`config.mk`:
```
export PLATFORM = sky130hd
export DESIGN_NAME = sevenseg4d_capture
export DESIGN_NICKNAME = d
export VERILOG_FILES = /design/src/rtl/sevenseg_pkg.sv /design/src/rtl/sevenseg_glyph_decode.sv /design/src/rtl/sevenseg4d_capture.sv
export SDC_FILE = /design/constraint.sdc
export NUM_CORES = 1
export LEC_CHECK = 0
export ABC_AREA = 1
export BUFFER_PORTS_ARGS = -buffer_cell sky130_fd_sc_hd__buf_4
export CELL_PAD_IN_SITES_DETAIL_PLACEMENT = 0
export CELL_PAD_IN_SITES_GLOBAL_PLACEMENT = 1
export CORE_ASPECT_RATIO = 1.75
export CORE_MARGIN = 1.5
export CORE_UTILIZATION = 41
export CTS_BUF_LIST = sky130_fd_sc_hd__clkbuf_4
export CTS_CLUSTER_DIAMETER = 120
export DETAILED_ROUTE_END_ITERATION = 8
export PLACE_DENSITY_LB_ADDON = 0.1
export SYNTH_ARGS = -nofsm -noshare
export SYNTH_HDL_FRONTEND = slang
export SYNTH_SLANG_ARGS = --single-unit
```
`constraint.sdc`:
```
create_clock -name clk -period 3.55 [get_ports clk]
set_clock_uncertainty 0.05 [all_clocks]
set_input_delay 0.355 -clock clk [delete_from_list [all_inputs] [get_ports clk]]
set_output_delay 0.355 -clock clk [all_outputs]
set_load 0.005 [all_outputs]
```
`src/rtl/sevenseg_pkg.sv`:
```
// rtl/sevenseg_pkg.sv - glyph constants, capture FSM states and glyph-to-hex decode for the seven-segment capture block
// Contents: GLYPH_0..GLYPH_F (active-high, bit0=a .. bit6=g), IDLE/SETTLE/CAPTURED state codes,
//           glyph_to_hex(glyph) -> {ok, nibble}; unknown patterns return 5'b0_0000.
package sevenseg_pkg;

   localparam logic [6:0] GLYPH_0 = 7'h3F;
   localparam logic [6:0] GLYPH_1 = 7'h06;
   localparam logic [6:0] GLYPH_2 = 7'h5B;
   localparam logic [6:0] GLYPH_3 = 7'h4F;
   localparam logic [6:0] GLYPH_4 = 7'h66;
   localparam logic [6:0] GLYPH_5 = 7'h6D;
   localparam logic [6:0] GLYPH_6 = 7'h7D;
   localparam logic [6:0] GLYPH_7 = 7'h07;
   localparam logic [6:0] GLYPH_8 = 7'h7F;
   localparam logic [6:0] GLYPH_9 = 7'h6F;
   localparam logic [6:0] GLYPH_A = 7'h77;
   localparam logic [6:0] GLYPH_B = 7'h7C;
   localparam logic [6:0] GLYPH_C = 7'h39;
   localparam logic [6:0] GLYPH_D = 7'h5E;
   localparam logic [6:0] GLYPH_E = 7'h79;
   localparam logic [6:0] GLYPH_F = 7'h71;

   typedef logic [1:0] cap_state_t;
   localparam cap_state_t IDLE     = 2'd0;
   localparam cap_state_t SETTLE   = 2'd1;
   localparam cap_state_t CAPTURED = 2'd2;

   function automatic logic [4:0] glyph_to_hex(input logic [6:0] glyph);
      logic [4:0] res;
      case (glyph)
         GLYPH_0: res = {1'b1, 4'h0};
         GLYPH_1: res = {1'b1, 4'h1};
         GLYPH_2: res = {1'b1, 4'h2};
         GLYPH_3: res = {1'b1, 4'h3};
         GLYPH_4: res = {1'b1, 4'h4};
         GLYPH_5: res = {1'b1, 4'h5};
         GLYPH_6: res = {1'b1, 4'h6};
         GLYPH_7: res = {1'b1, 4'h7};
         GLYPH_8: res = {1'b1, 4'h8};
         GLYPH_9: res = {1'b1, 4'h9};
         GLYPH_A: res = {1'b1, 4'hA};
         GLYPH_B: res = {1'b1, 4'hB};
         GLYPH_C: res = {1'b1, 4'hC};
         GLYPH_D: res = {1'b1, 4'hD};
         GLYPH_E: res = {1'b1, 4'hE};
         GLYPH_F: res = {1'b1, 4'hF};
         default: res = 5'b0_0000;
      endcase
      return res;
   endfunction

endpackage

```
`src/rtl/sevenseg_glyph_decode.sv`:
```
// rtl/sevenseg_glyph_decode.sv - combinational decode of one active-high seven-segment pattern
// Ports: glyph [6:0] in  - active-high pattern, bit0=a .. bit6=g
//        value [3:0] out - hex nibble, 0 when the pattern is not a hex glyph
//        ok          out - 1 when the pattern is a legal hex glyph
module sevenseg_glyph_decode (
   input  logic [6:0] glyph,
   output logic [3:0] value,
   output logic       ok
);
   import sevenseg_pkg::*;

   logic [4:0] res;

   assign res   = glyph_to_hex(glyph);
   assign ok    = res[4];
   assign value = res[3:0];

endmodule

```
`src/rtl/sevenseg4d_capture.sv`:
```
// rtl/sevenseg4d_capture.sv - reconstructs four digit patterns from a muxed seven-segment bus
// Ports: clk, rst (async, active-high); segments [6:0] active-low muxed bus; anodes [3:0] one-hot strobes
//        digit0..3_segments [6:0] captured active-high patterns; digit_values [15:0] hex nibbles;
//        digit_ok [3:0] legal-glyph flags; frame_valid 1-cycle update pulse; display_lost capture timeout
// Option: SEVENSEG_CAP_STATS_EN adds err_count [7:0] (illegal strobes held >=2 cycles + bad frame digits)
module sevenseg4d_capture #(
   parameter int SETTLE_CYCLES    = 16,
   parameter int TIMEOUT_CYCLES   = 16384,
   parameter int ANODE_ACTIVE_LOW = 1
) (
   input  logic        clk,
   input  logic        rst,
   input  logic [6:0]  segments,
   input  logic [3:0]  anodes,
   output logic [6:0]  digit0_segments,
   output logic [6:0]  digit1_segments,
   output logic [6:0]  digit2_segments,
   output logic [6:0]  digit3_segments,
   output logic [15:0] digit_values,
   output logic [3:0]  digit_ok,
   output logic        frame_valid,
`ifdef SEVENSEG_CAP_STATS_EN
   output logic [7:0]  err_count,
`endif
   output logic        display_lost
);
   import sevenseg_pkg::*;

   localparam int SW = $clog2(SETTLE_CYCLES + 1);
   localparam int TW = $clog2(TIMEOUT_CYCLES + 1);

   logic [6:0] seg_s1, seg_s2;
   logic [3:0] an_s1, an_s2;
   logic [6:0] seg_act;
   logic [3:0] strobe;
   logic       legal;

   cap_state_t    state;
   logic [SW-1:0] cnt;
   logic [3:0]    cur;
   logic          capture;
   logic [3:0]    mask;
   logic          frame_now;
   logic [6:0]    shadow [4];
   logic [3:0]    dval [4];
   logic [3:0]    dok;
   logic [TW-1:0] to_cnt;

   always_ff @(posedge clk or posedge rst) begin
      if (rst) begin
         seg_s1 <= '0;
         seg_s2 <= '0;
         an_s1  <= '0;
         an_s2  <= '0;
      end else begin
         seg_s1 <= segments;
         seg_s2 <= seg_s1;
         an_s1  <= anodes;
         an_s2  <= an_s1;
      end
   end

   assign seg_act = ~seg_s2;
   assign strobe  = (ANODE_ACTIVE_LOW != 0) ? ~an_s2 : an_s2;
   assign legal   = (strobe != 4'b0000) && ((strobe & (strobe - 4'd1)) == 4'b0000);

   // cnt counts the stable cycles already seen, so the capture fires on the
   // SETTLE_CYCLES-th cycle; a strobe change on that cycle blocks it.
   assign capture = (state == SETTLE) && (strobe == cur) && (cnt == SW'(SETTLE_CYCLES - 1));

   always_ff @(posedge clk or posedge rst) begin
      if (rst) begin
         state <= IDLE;
         cnt   <= '0;
         cur   <= '0;
      end else begin
         case (state)
            IDLE: begin
               if (legal) begin
                  state <= SETTLE;
                  cnt   <= SW'(1);
                  cur   <= strobe;
               end
            end
            SETTLE: begin
               if (strobe != cur) begin
                  state <= IDLE;
                  cnt   <= '0;
               end else if (capture) begin
                  state <= CAPTURED;
                  cnt   <= SW'(SETTLE_CYCLES);
               end else begin
                  cnt <= cnt + SW'(1);
               end
            end
            CAPTURED: begin
               // A direct hop to another legal strobe starts settling this cycle.
               if (strobe != cur) begin
                  if (legal) begin
                     state <= SETTLE;
                     cnt   <= SW'(1);
                     cur   <= strobe;
                  end else begin
                     state <= IDLE;
                     cnt   <= '0;
                  end
               end
            end
            default: begin
               state <= IDLE;
               cnt   <= '0;
            end
         endcase
      end
   end

   genvar gi;
   generate
      for (gi = 0; gi < 4; gi++) begin : g_dec
         sevenseg_glyph_decode u_dec (
            .glyph (shadow[gi]),
            .value (dval[gi]),
            .ok    (dok[gi])
         );
      end
   endgenerate

   assign frame_now = (mask == 4'hF);

   always_ff @(posedge clk or posedge rst) begin
      if (rst) begin
         for (int i = 0; i < 4; i++) shadow[i] <= '0;
         mask            <= '0;
         frame_valid     <= 1'b0;
         digit0_segments <= '0;
         digit1_segments <= '0;
         digit2_segments <= '0;
         digit3_segments <= '0;
         digit_values    <= '0;
         digit_ok        <= '0;
      end else begin
         for (int i = 0; i < 4; i++) begin
            if (capture && cur[i]) shadow[i] <= seg_act;
         end
         // Newest capture of an already-masked digit just overwrites its shadow.
         mask        <= (frame_now ? 4'h0 : mask) | (capture ? cur : 4'h0);
         frame_valid <= frame_now;
         if (frame_now) begin
            digit0_segments <= shadow[0];
            digit1_segments <= shadow[1];
            digit2_segments <= shadow[2];
            digit3_segments <= shadow[3];
            digit_values    <= {dval[3], dval[2], dval[1], dval[0]};
            digit_ok        <= dok;
         end
      end
   end

   always_ff @(posedge clk or posedge rst) begin
      if (rst) begin
         to_cnt <= '0;
      end else if (capture) begin
         to_cnt <= '0;
      end else if (to_cnt != TW'(TIMEOUT_CYCLES)) begin
         to_cnt <= to_cnt + TW'(1);
      end
   end

   assign display_lost = (to_cnt == TW'(TIMEOUT_CYCLES));

`ifdef SEVENSEG_CAP_STATS_EN
   logic [3:0] prev_strobe;
   logic       ill_held;
   logic       ill_counted;
   logic       ill_hit;
   logic [2:0] bad_digits;
   logic [8:0] err_sum;

   // An illegal non-zero pattern counts once, on its second consecutive cycle.
   assign ill_held = !legal && (strobe != 4'b0000) && (strobe == prev_strobe);
   assign ill_hit  = ill_held && !ill_counted;

   always_comb begin
      bad_digits = '0;
      if (frame_now) begin
         for (int i = 0; i < 4; i++) begin
            if (!dok[i]) bad_digits = bad_digits + 3'd1;
         end
      end
   end

   assign err_sum = {1'b0, err_count} + 9'(ill_hit) + 9'(bad_digits);

   always_ff @(posedge clk or posedge rst) begin
      if (rst) begin
         prev_strobe <= '0;
         ill_counted <= 1'b0;
         err_count   <= '0;
      end else begin
         prev_strobe <= strobe;
         ill_counted <= ill_held;
         err_count   <= err_sum[8] ? 8'hFF : err_sum[7:0];
      end
   end
`endif

endmodule
```
==> impl_metrics.ini <==
[worst_setup_path]
crit_top_cell = inv_1
crit_type = register to output port
crit_arrival_ns = 1.75
r2r_end = to_cnt[9]
reg2reg_depth = 8
crit_fanout = 6
reg2reg_slack_ns = 1.48
path_cells = inv_1 > ha_1 > nand4_1 > nor2_1 > nand2_1 > inv_1 > buf_4
required_ns = 3.14
endpoint_kind = output port
slowest_delay_ns = 0.43
crit_slowest_cell = dfrtp_1
startpoint_type = register
worstReg2RegStart = cnt[0]

[die]
die_x_um = 95.2
start_util_pct = 42.2
core_area_mm2 = 0.0144
die-area_mm2 = 0.0156
num_rows = 58
fp.dieH_um = 164
num_io_pins = 63

[sta]
fin_crit_sh_pct = 60.7
setup_viol = 0
holdWs_ns = 0.311
max_freq_mhz = 464
hold_viol_final = 0
report.final.slew_viol_count = 0
worst_pin_slew_ns = 0.955
max_slew_margin_pct = 36.2
grt_setup_unrepaired = no
tns_ns = 0
fin_crit_ns = 2.16

[pwr]
powerDensity_mw_per_mm2 = 376
ir_worst_vdd_v = 0.000210
leakagePower_nw = 3.76

[logic_synthesis]
syn-cell-area_mm2 = 0.00609
ys_seq_area_share_pct = 53.0
synth_seq_cells = 129
synthTopCellsByArea = dfrtp_1 53%, nand2_1 17%, nor2_1 6.0%, inv_1 4.0%, o21ai_0 3.4%
synth_cell_types = 31
syn_inst = 770
synth.most_common_cell = nand2_1
yosys-top-cells-count = 281 x nand2_1, 129 x dfrtp_1, 98 x nor2_1
ys.flop_type = dfrtp_1
synthArstFlopShare_pct = 100
synth_edf_count = 0
yosysTopAreaCell = dfrtp_1
yosysWarnings = 0
syn_area_per_cell_um2 = 7.92
synth.net_count = 787
synth.top_cell.area_share_pct = 53.0

[routing]
viasPerCell = 4.89
post-route-drc-count = 0
wirelength_um = 14000
wl_per_cell_um = 13.5
ant_nets = 0
vias = 5097
first_iter_violations = 310
drt-pass1-iter-count = 4

[flow_run]
cap_viol_max_count = 0

[clock_network]
cts_buffers = 17
cts_setup_buffers = 0
cts_sinks = 129
hold_buffers = 12
ctsLongestPathBuffers = 2
cts_tree = yes
clockRootBuffer = clkbuf_4
clk-insertion-delay-late_ns = 0.51
clkTransAtPathRegs_ns = 0.11
cts.repair.resized = 0
h-tree-depth = 4

[grt]
grt_pass1_wl_um = 23400
overflow = 0
antenna_found_initial = 1
track_usage_pct = 19.6
grt_pass1_vias = 5052
grt_max_degree = 75

[final_layout]
design_area_mm2 = 0.00715
drive_above_1_share_pct = 13.1
finish.utilization_pct = 49.5
area_growth_pct = 17.3
nets = 866

[run_status]
status = finished, final reports clean

[placed_design]
portBuffers = 62
placed_area_mm2 = 0.00674
hpwl_um = 10500
routabilityCongestion = 0.843

[min_path]
hold_path_class = register to register
min_path_cells = 0
hold_path_end = seg_s2[3]
hold_path_startpoint = seg_s1[3]
## power by group
| group | switching (mW) | internal, mW | total [mW] |
|---|---|---|---|
| Combinational | 0.0910 | 0.0494 | 0.140 |
| Sequential | 0.0377 | 1.50 | 1.54 |
| Clock | 0.587 | 0.425 | 1.01 |
| Total | 0.716 | 1.97 | 2.69 |
## critical path: cells and delay by family (launching register included)
family        cells  cell delay (ns)
fa+ha+maj         1             0.16
buf+inv           3             0.33
flops             1             0.43
simple gates      3             0.33
## worst max path at each step
stage / start / end / cells after the start
after CTS: to_cnt[0] / display_lost / 7
after detailed placement: cnt[0] / to_cnt[9] / 8
final: to_cnt[0] / display_lost / 7
after floorplan: rst / an_s1[0] / 1
after global routing: to_cnt[0] / display_lost / 7
after global placement: cnt[0] / to_cnt[2] / 8
## cell usage in the layout, fill, tap and decap left out, types with 3 or more instances in the layout
master / count
nor2_1: 98
ha_1: 4
dfrtp_1: 129
dlygate4sd3_1: 12
buf_4: 63
inv_1: 64
o21ai_0: 42
clkbuf_4: 17
and3_1: 3
nand4_4: 4
nand4_1: 14
a21oi_1: 10
inv_6: 5
xor2_1: 4
o21ai_1: 25
nand2_2: 3
nand2_1: 281
a31oi_1: 3
o21ai_2: 3
clkinvlp_4: 4
nor3_1: 14
nand3_1: 39
## layout make-up
class	count	area, um2
Fill cell	1449	7290
Sequential cell	129	3230
Multi-Input combinational cell	557	2520
Timing Repair Buffer	77	633
Inverter	67	255
Tap cell	180	225
Clock inverter	15	158
Clock buffer	17	128
Antenna cell	1	2.50
## registers in the layout (all words and copies together), names as in the netlist
signal / count
frame_valid: 1
an_s1: 4
mask: 4
digit1_segments: 7
an_s2: 4
cur: 4
shadow: 28
digit_values: 16
state: 2
digit_ok: 4
digit3_segments: 7
digit0_segments: 7
cnt: 5
digit2_segments: 7
seg_s2: 7
to_cnt: 15
seg_s1: 7
## per-layer routing
layer / GRT usage (%) / up-vias / wire, um
met5: 0 / - / 0
met4: 8.28 / 0 / 347
met3: 4.07 / 26 / 387
met2: 36.5 / 93 / 7840
met1: 20.7 / 2361 / 5460
li1: - / 2617 / -
## stage by stage
stage               setup slack, ns  cells  total power [mW]
global placement               1.58    998              1.69
global route                   1.24   1043              2.82
floorplan                      1.55    770              1.65
CTS                            1.34   1042              2.74
finish                         1.39   1043              2.69
detailed placement             1.47    998              1.70
## kinds of logic after synthesis
logic type | Yosys count | share of synthesized area, %
compound gates | 83 | 7.06
xor+xnor | 5 | 0.719
fa+ha+maj | 4 | 0.821
buf+inv | 84 | 5.71
flops | 129 | 53.0
simple gates | 465 | 32.7
Power figures use the tool's default switching activity.
